**config.mk**
```make
export PLATFORM = sky130hd
export DESIGN_NAME = ps2_make_code_rx
export DESIGN_NICKNAME = d
export VERILOG_FILES = /design/src/rtl/ps2_make_code_rx.sv
export SDC_FILE = /design/constraint.sdc
export NUM_CORES = 1
export LEC_CHECK = 0
export ABC_AREA = 1
export BUFFER_PORTS_ARGS = -buffer_cell sky130_fd_sc_hd__buf_2
export CAP_MARGIN = 10
export CELL_PAD_IN_SITES_DETAIL_PLACEMENT = 1
export CELL_PAD_IN_SITES_GLOBAL_PLACEMENT = 1
export CORE_MARGIN = 4
export CORE_UTILIZATION = 41
export CTS_CLUSTER_DIAMETER = 50
export CTS_CLUSTER_SIZE = 30
export DETAILED_ROUTE_END_ITERATION = 12
export PLACE_DENSITY_LB_ADDON = 0.1
export SYNTH_ARGS = -nofsm -noshare
export SYNTH_HDL_FRONTEND = slang
export SYNTH_SLANG_ARGS = --single-unit
```
**constraint.sdc**
```tcl
create_clock -name clk -period 3.56 [get_ports clk]
set_input_delay 0.356 -clock clk [delete_from_list [all_inputs] [get_ports clk]]
set_output_delay 0.356 -clock clk [all_outputs]
set_load 0.1 [all_outputs]
```
**src/rtl/ps2_make_code_rx.sv**
```systemverilog
// PS/2 keyboard receiver: synchronizes and filters the pins, checks 11-bit frames,
// strips break (F0 xx) and extended (E0 ...) sequences and emits plain make codes.
module ps2_make_code_rx #(
  parameter int FILTER_LEN  = 8,
  parameter int TIMEOUT_CYC = 100000
) (
  input  logic       clk,
  input  logic       reset,
  input  logic       ps2c,
  input  logic       ps2d,
  input  logic       rx_en,
  output logic [7:0] key_code,
  output logic       key_valid,
  output logic       frame_err,
  output logic       busy
);

  localparam int WD_W = $clog2(TIMEOUT_CYC + 1);

  typedef enum logic [2:0] {
    IDLE,
    DATA,
    PARITY,
    STOP,
    CHECK
  } state_t;

  logic                  ps2c_meta_q, ps2c_sync_q;
  logic                  ps2d_meta_q, ps2d_sync_q;
  logic [FILTER_LEN-1:0] filt_sr_q, filt_sr_d;
  logic                  filt_clk_q, filt_clk_d;
  logic                  filt_clk_prev_q;
  logic                  fall_tick;

  state_t                state_q, state_d;
  logic [7:0]            shift_q, shift_d;
  logic [2:0]            bit_cnt_q, bit_cnt_d;
  logic                  par_q, par_d;
  logic                  stop_q, stop_d;
  logic [WD_W-1:0]       wdog_q, wdog_d;
  logic                  byte_ok;

  logic                  brk_q, brk_d;
  logic                  ext_q, ext_d;
  logic [7:0]            key_code_q, key_code_d;
  logic                  key_valid_q, key_valid_d;
  logic                  frame_err_q, frame_err_d;

  // Input synchronizers and clock glitch filter; both idle high like the bus.
  always_ff @(posedge clk or negedge reset) begin
    if (!reset) begin
      ps2c_meta_q     <= 1'b1;
      ps2c_sync_q     <= 1'b1;
      ps2d_meta_q     <= 1'b1;
      ps2d_sync_q     <= 1'b1;
      filt_sr_q       <= '1;
      filt_clk_q      <= 1'b1;
      filt_clk_prev_q <= 1'b1;
    end else begin
      ps2c_meta_q     <= ps2c;
      ps2c_sync_q     <= ps2c_meta_q;
      ps2d_meta_q     <= ps2d;
      ps2d_sync_q     <= ps2d_meta_q;
      filt_sr_q       <= filt_sr_d;
      filt_clk_q      <= filt_clk_d;
      filt_clk_prev_q <= filt_clk_q;
    end
  end

  // The window includes the newest synced sample so the level flips on the
  // FILTER_LEN-th agreeing sample rather than one cycle later.
  always_comb begin
    filt_sr_d  = {filt_sr_q[FILTER_LEN-2:0], ps2c_sync_q};
    filt_clk_d = filt_clk_q;
    if (&filt_sr_d) begin
      filt_clk_d = 1'b1;
    end else if (~|filt_sr_d) begin
      filt_clk_d = 1'b0;
    end
  end

  assign fall_tick = filt_clk_prev_q & ~filt_clk_q;

  always_ff @(posedge clk or negedge reset) begin
    if (!reset) begin
      state_q     <= IDLE;
      shift_q     <= 8'h00;
      bit_cnt_q   <= 3'd0;
      par_q       <= 1'b0;
      stop_q      <= 1'b0;
      wdog_q      <= '0;
      brk_q       <= 1'b0;
      ext_q       <= 1'b0;
      key_code_q  <= 8'h00;
      key_valid_q <= 1'b0;
      frame_err_q <= 1'b0;
    end else begin
      state_q     <= state_d;
      shift_q     <= shift_d;
      bit_cnt_q   <= bit_cnt_d;
      par_q       <= par_d;
      stop_q      <= stop_d;
      wdog_q      <= wdog_d;
      brk_q       <= brk_d;
      ext_q       <= ext_d;
      key_code_q  <= key_code_d;
      key_valid_q <= key_valid_d;
      frame_err_q <= frame_err_d;
    end
  end

  // Frame FSM; rx_en only gates the start bit, so a started frame always completes.
  always_comb begin
    state_d     = state_q;
    shift_d     = shift_q;
    bit_cnt_d   = bit_cnt_q;
    par_d       = par_q;
    stop_d      = stop_q;
    wdog_d      = wdog_q;
    byte_ok     = 1'b0;
    frame_err_d = 1'b0;

    case (state_q)
      IDLE: begin
        wdog_d    = '0;
        bit_cnt_d = 3'd0;
        if (fall_tick && rx_en && !ps2d_sync_q) begin
          state_d = DATA;
        end
      end

      DATA, PARITY, STOP: begin
        if (fall_tick) begin
          wdog_d = '0;
          case (state_q)
            DATA: begin
              shift_d = {ps2d_sync_q, shift_q[7:1]};
              if (bit_cnt_q == 3'd7) begin
                state_d = PARITY;
              end else begin
                bit_cnt_d = bit_cnt_q + 3'd1;
              end
            end
            PARITY: begin
              par_d   = ps2d_sync_q;
              state_d = STOP;
            end
            default: begin
              stop_d  = ps2d_sync_q;
              state_d = CHECK;
            end
          endcase
        end else if (wdog_q == WD_W'(TIMEOUT_CYC - 1)) begin
          frame_err_d = 1'b1;
          state_d     = IDLE;
          wdog_d      = '0;
          shift_d     = 8'h00;
          bit_cnt_d   = 3'd0;
        end else begin
          wdog_d = wdog_q + WD_W'(1);
        end
      end

      CHECK: begin
        if (((^shift_q) ^ par_q) && stop_q) begin
          byte_ok = 1'b1;
        end else begin
          frame_err_d = 1'b1;
        end
        state_d = IDLE;
      end

      default: begin
        state_d = IDLE;
      end
    endcase
  end

  // Make/break filter: prefixes arm a flag, the byte following any prefix is swallowed.
  always_comb begin
    brk_d       = brk_q;
    ext_d       = ext_q;
    key_code_d  = key_code_q;
    key_valid_d = 1'b0;
    if (byte_ok) begin
      if (shift_q == 8'hE0) begin
        ext_d = 1'b1;
      end else if (shift_q == 8'hF0) begin
        brk_d = 1'b1;
      end else if (brk_q || ext_q) begin
        brk_d = 1'b0;
        ext_d = 1'b0;
      end else begin
        key_code_d  = shift_q;
        key_valid_d = 1'b1;
      end
    end
  end

  assign key_code  = key_code_q;
  assign key_valid = key_valid_q;
  assign frame_err = frame_err_q;
  assign busy      = (state_q != IDLE);

endmodule

```
==> results.cfg <==
[outcome]
status = completed

[finish]
antenna_cells = 0
final_layout_size_suffix_gt1_share_pct = 17.2
fin_util_pct = 48.1
area_delta_synth_final_pct = 12.2
nets = 387

[synth]
synth-seq-cells = 58
synth_edf_count = 0
synth.most_common_cell = nand2_1
synth_area_leaders = dfrtp_1, nand2_1, dfstp_2, inv_1, nand4_1
synthDistinctLibCells = 32
syn-num-nets = 367
yosysTopAreaCell = dfrtp_1
netlist_instances = 354
synthesis.area_um2 = 2940
ys_warn_count = 0
ys_seq_area_share_pct = 49.9
syn_area_per_cell_um2 = 8.32
synthArstFlopShare_pct = 100
yosys-top-cells-count = nand2_1, dfrtp_1, inv_1, nor2_1, nand4_1
synth_flop_cell = dfrtp_1
synth_top_area_share_pct = 38.2

[worst_setup_path]
path_buf_inv = 1
critPathMostFrequentCell = nand2_1
slowest_delay_ns = 0.73
cp.required_ns = 3.79
worstPathCellList = inv_1 -> nor3_2 -> nand3_2 -> nand2_1 -> nand2_1
cp.arrival_ns = 2.67
startpoint_type = flop
crit_family = simple AND/OR/NAND/NOR gates
cp_slowest_cell = nor3_2
path_max_fanout = 14
endpoint_kind = flop
critPathKind = flop to flop

[drt]
viasPerCell = 4.98
drtIter0Drc = 98
finalWirelength_um = 6830
drcViolationCount = 0
num_vias = 2365
wl_per_cell_um = 14.4
final_antenna_net_count = 0
drtPass1Iterations = 4

[power]
powerDensity_nw_per_um2 = 521
total_power_w = 0.00172
power.leakage_nw = 1.57
vdd.ir_drop.worst_v = 0.000405

[clock_network]
cts_setup_buffers = 0
path_clk_slew_ns = 0.06
cts_resized = 0
ctsHoldBuffers = 0
clock_latency_ns = 0.34
numClockSinks = 58
cts_root_buf = clkbuf_8
htreeDepth = 3
cts_tree = done
clockBufferDepth = 2
cts_buffers = 9

[global_routing]
gr-usage-all-layers_pct = 17.7
overflow = 0
grt_pass1_vias = 2489
antenna_found_initial = 0
grt_max_degree = 33
grt_first_pass_wirelength_um = 11900

[floorplanning]
start_util_pct = 42.9
ioPinCount = 16
die_x_um = 92.7
core_area_um2 = 6870
rows = 30
dieArea_um2 = 8600
die_h_um = 92.7

[timing]
fin_crit_sh_pct = 68.5
hold_viol_final = 0
min_period_ns = 2.44
worst_slew_pin_slew_ns = 0.859
setup_tns_ns = 0
slew_headroom_pct = 42.4
fmax_mhz = 410
rsz0062_at_grt = false
final_max_slew_viol_count = 0
fin_skew_ns = 0.00725
setup_viol = 0
setup_slack_ns = 1.12

[placed_design]
place_ws_ns = 1.15
numPortBuffers = 15
dp_hpwl_um = 4930
gp_congestion = 0.787

[hold_path]
hold_path.class = primary input to async pin

[run]
cap_violations = 0
==> routing by layer <==
layer  GRT usage (%)  share of wire, %
met1            22.6                48
met2            29.1                47
met3            5.28               3.5
met4            5.13               1.3
met5               0                 0
==> state kept, by name (all words and copies together) (netlist names), 3 cells and up <==
name / cells
bit_cnt_q: 3
shift_q: 8
state_q: 3
wdog_q: 17
key_code: 8
filt_sr_q: 7
==> worst reg2reg max path: cells and delay by family (launching register included) <==
| family | cells | cell delay [ns] |
|---|---|---|
| and+or+nand+nor | 4 | 1.29 |
| DFF | 1 | 0.70 |
| buffers and inverters | 1 | 0.35 |
==> final cells by class <==
type,count,area [µm²]
repair buffers,16,82.6
clock buffers,11,131
inverters,43,161
flip-flops and latches,58,1470
multi-input cells,246,1260
clock inverters,5,78.8
fillers,852,3570
well taps,96,120
==> report_power, final <==
part / internal (W) / total, W / leakage [nW] / switching, W
Combinational: 0.0000716 / 0.000303 / 0.702 / 0.000232
Sequential: 0.000710 / 0.000757 / 0.760 / 0.0000468
Clock: 0.000393 / 0.000659 / 0.107 / 0.000266
==> kinds of logic (layout without fill, tap and decap cells) <==
| family | Yosys count | in the layout | share of synthesized area (%) |
|---|---|---|---|
| DFF | 58 | 58 | 49.9 |
| adders and majority gates | 8 | 8 | 3.40 |
| and+or+nand+nor | 195 | 195 | 30.3 |
| buffers and inverters | 50 | 75 | 7.35 |
| xor gates and xnor gates | 7 | 7 | 2.08 |
| AOI/OAI and AO/OA | 36 | 36 | 7.01 |
==> per-stage QoR <==
step	instance area, µm²	hold slack, ns	instances
finish	3300	0.0652	475
global route	3300	0.0850	475
CTS	3300	0.0795	475
detailed placement	3090	0.350	459
global placement	3090	0.347	459
floorplan	2940	0.0604	354
==> final timing paths <==
| path | start | end | cells after the start | slack [ns] |
|---|---|---|---|---|
| setup / recovery | state_q[2]$_DFFE_PN0P_ | key_code[5]$_DFFE_PN0P_ | 5 | 1.12 |
| hold / removal | reset | wdog_q[15]$_DFFE_PN0P_ | 1 | 0.07 |
| setup reg to reg | state_q[2]$_DFFE_PN0P_ | key_code[5]$_DFFE_PN0P_ | 5 | 1.12 |
| hold reg to reg | ps2d_meta_q$_DFF_PN1_ | ps2d_sync_q$_DFF_PN1_ | 0 | 0.36 |
| max in group asynchronous | reset | ps2d_meta_q$_DFF_PN1_ | 2 | 2.63 |
| min in group clk | ps2d | ps2d_meta_q$_DFF_PN1_ | 1 | 0.10 |
==> layout by cell type, fill, tap and decap left out, types with 2 or more instances in the layout <==
cell / n
a21oi_1: 3
buf_2: 15
bufinv_16: 2
clkbuf_1: 2
clkbuf_8: 9
clkinv_2: 2
dfrtp_1: 45
dfstp_2: 13
ha_1: 8
inv_1: 40
inv_2: 3
nand2_1: 96
nand2_2: 5
nand3_1: 17
nand3_2: 2
nand4_1: 23
nor2_1: 38
nor2_2: 4
nor3_1: 3
nor4_1: 2
o21ai_0: 17
o21ai_1: 5
o21ai_2: 3
o22ai_1: 5
xor2_1: 7
Power figures use the tool's default switching activity.
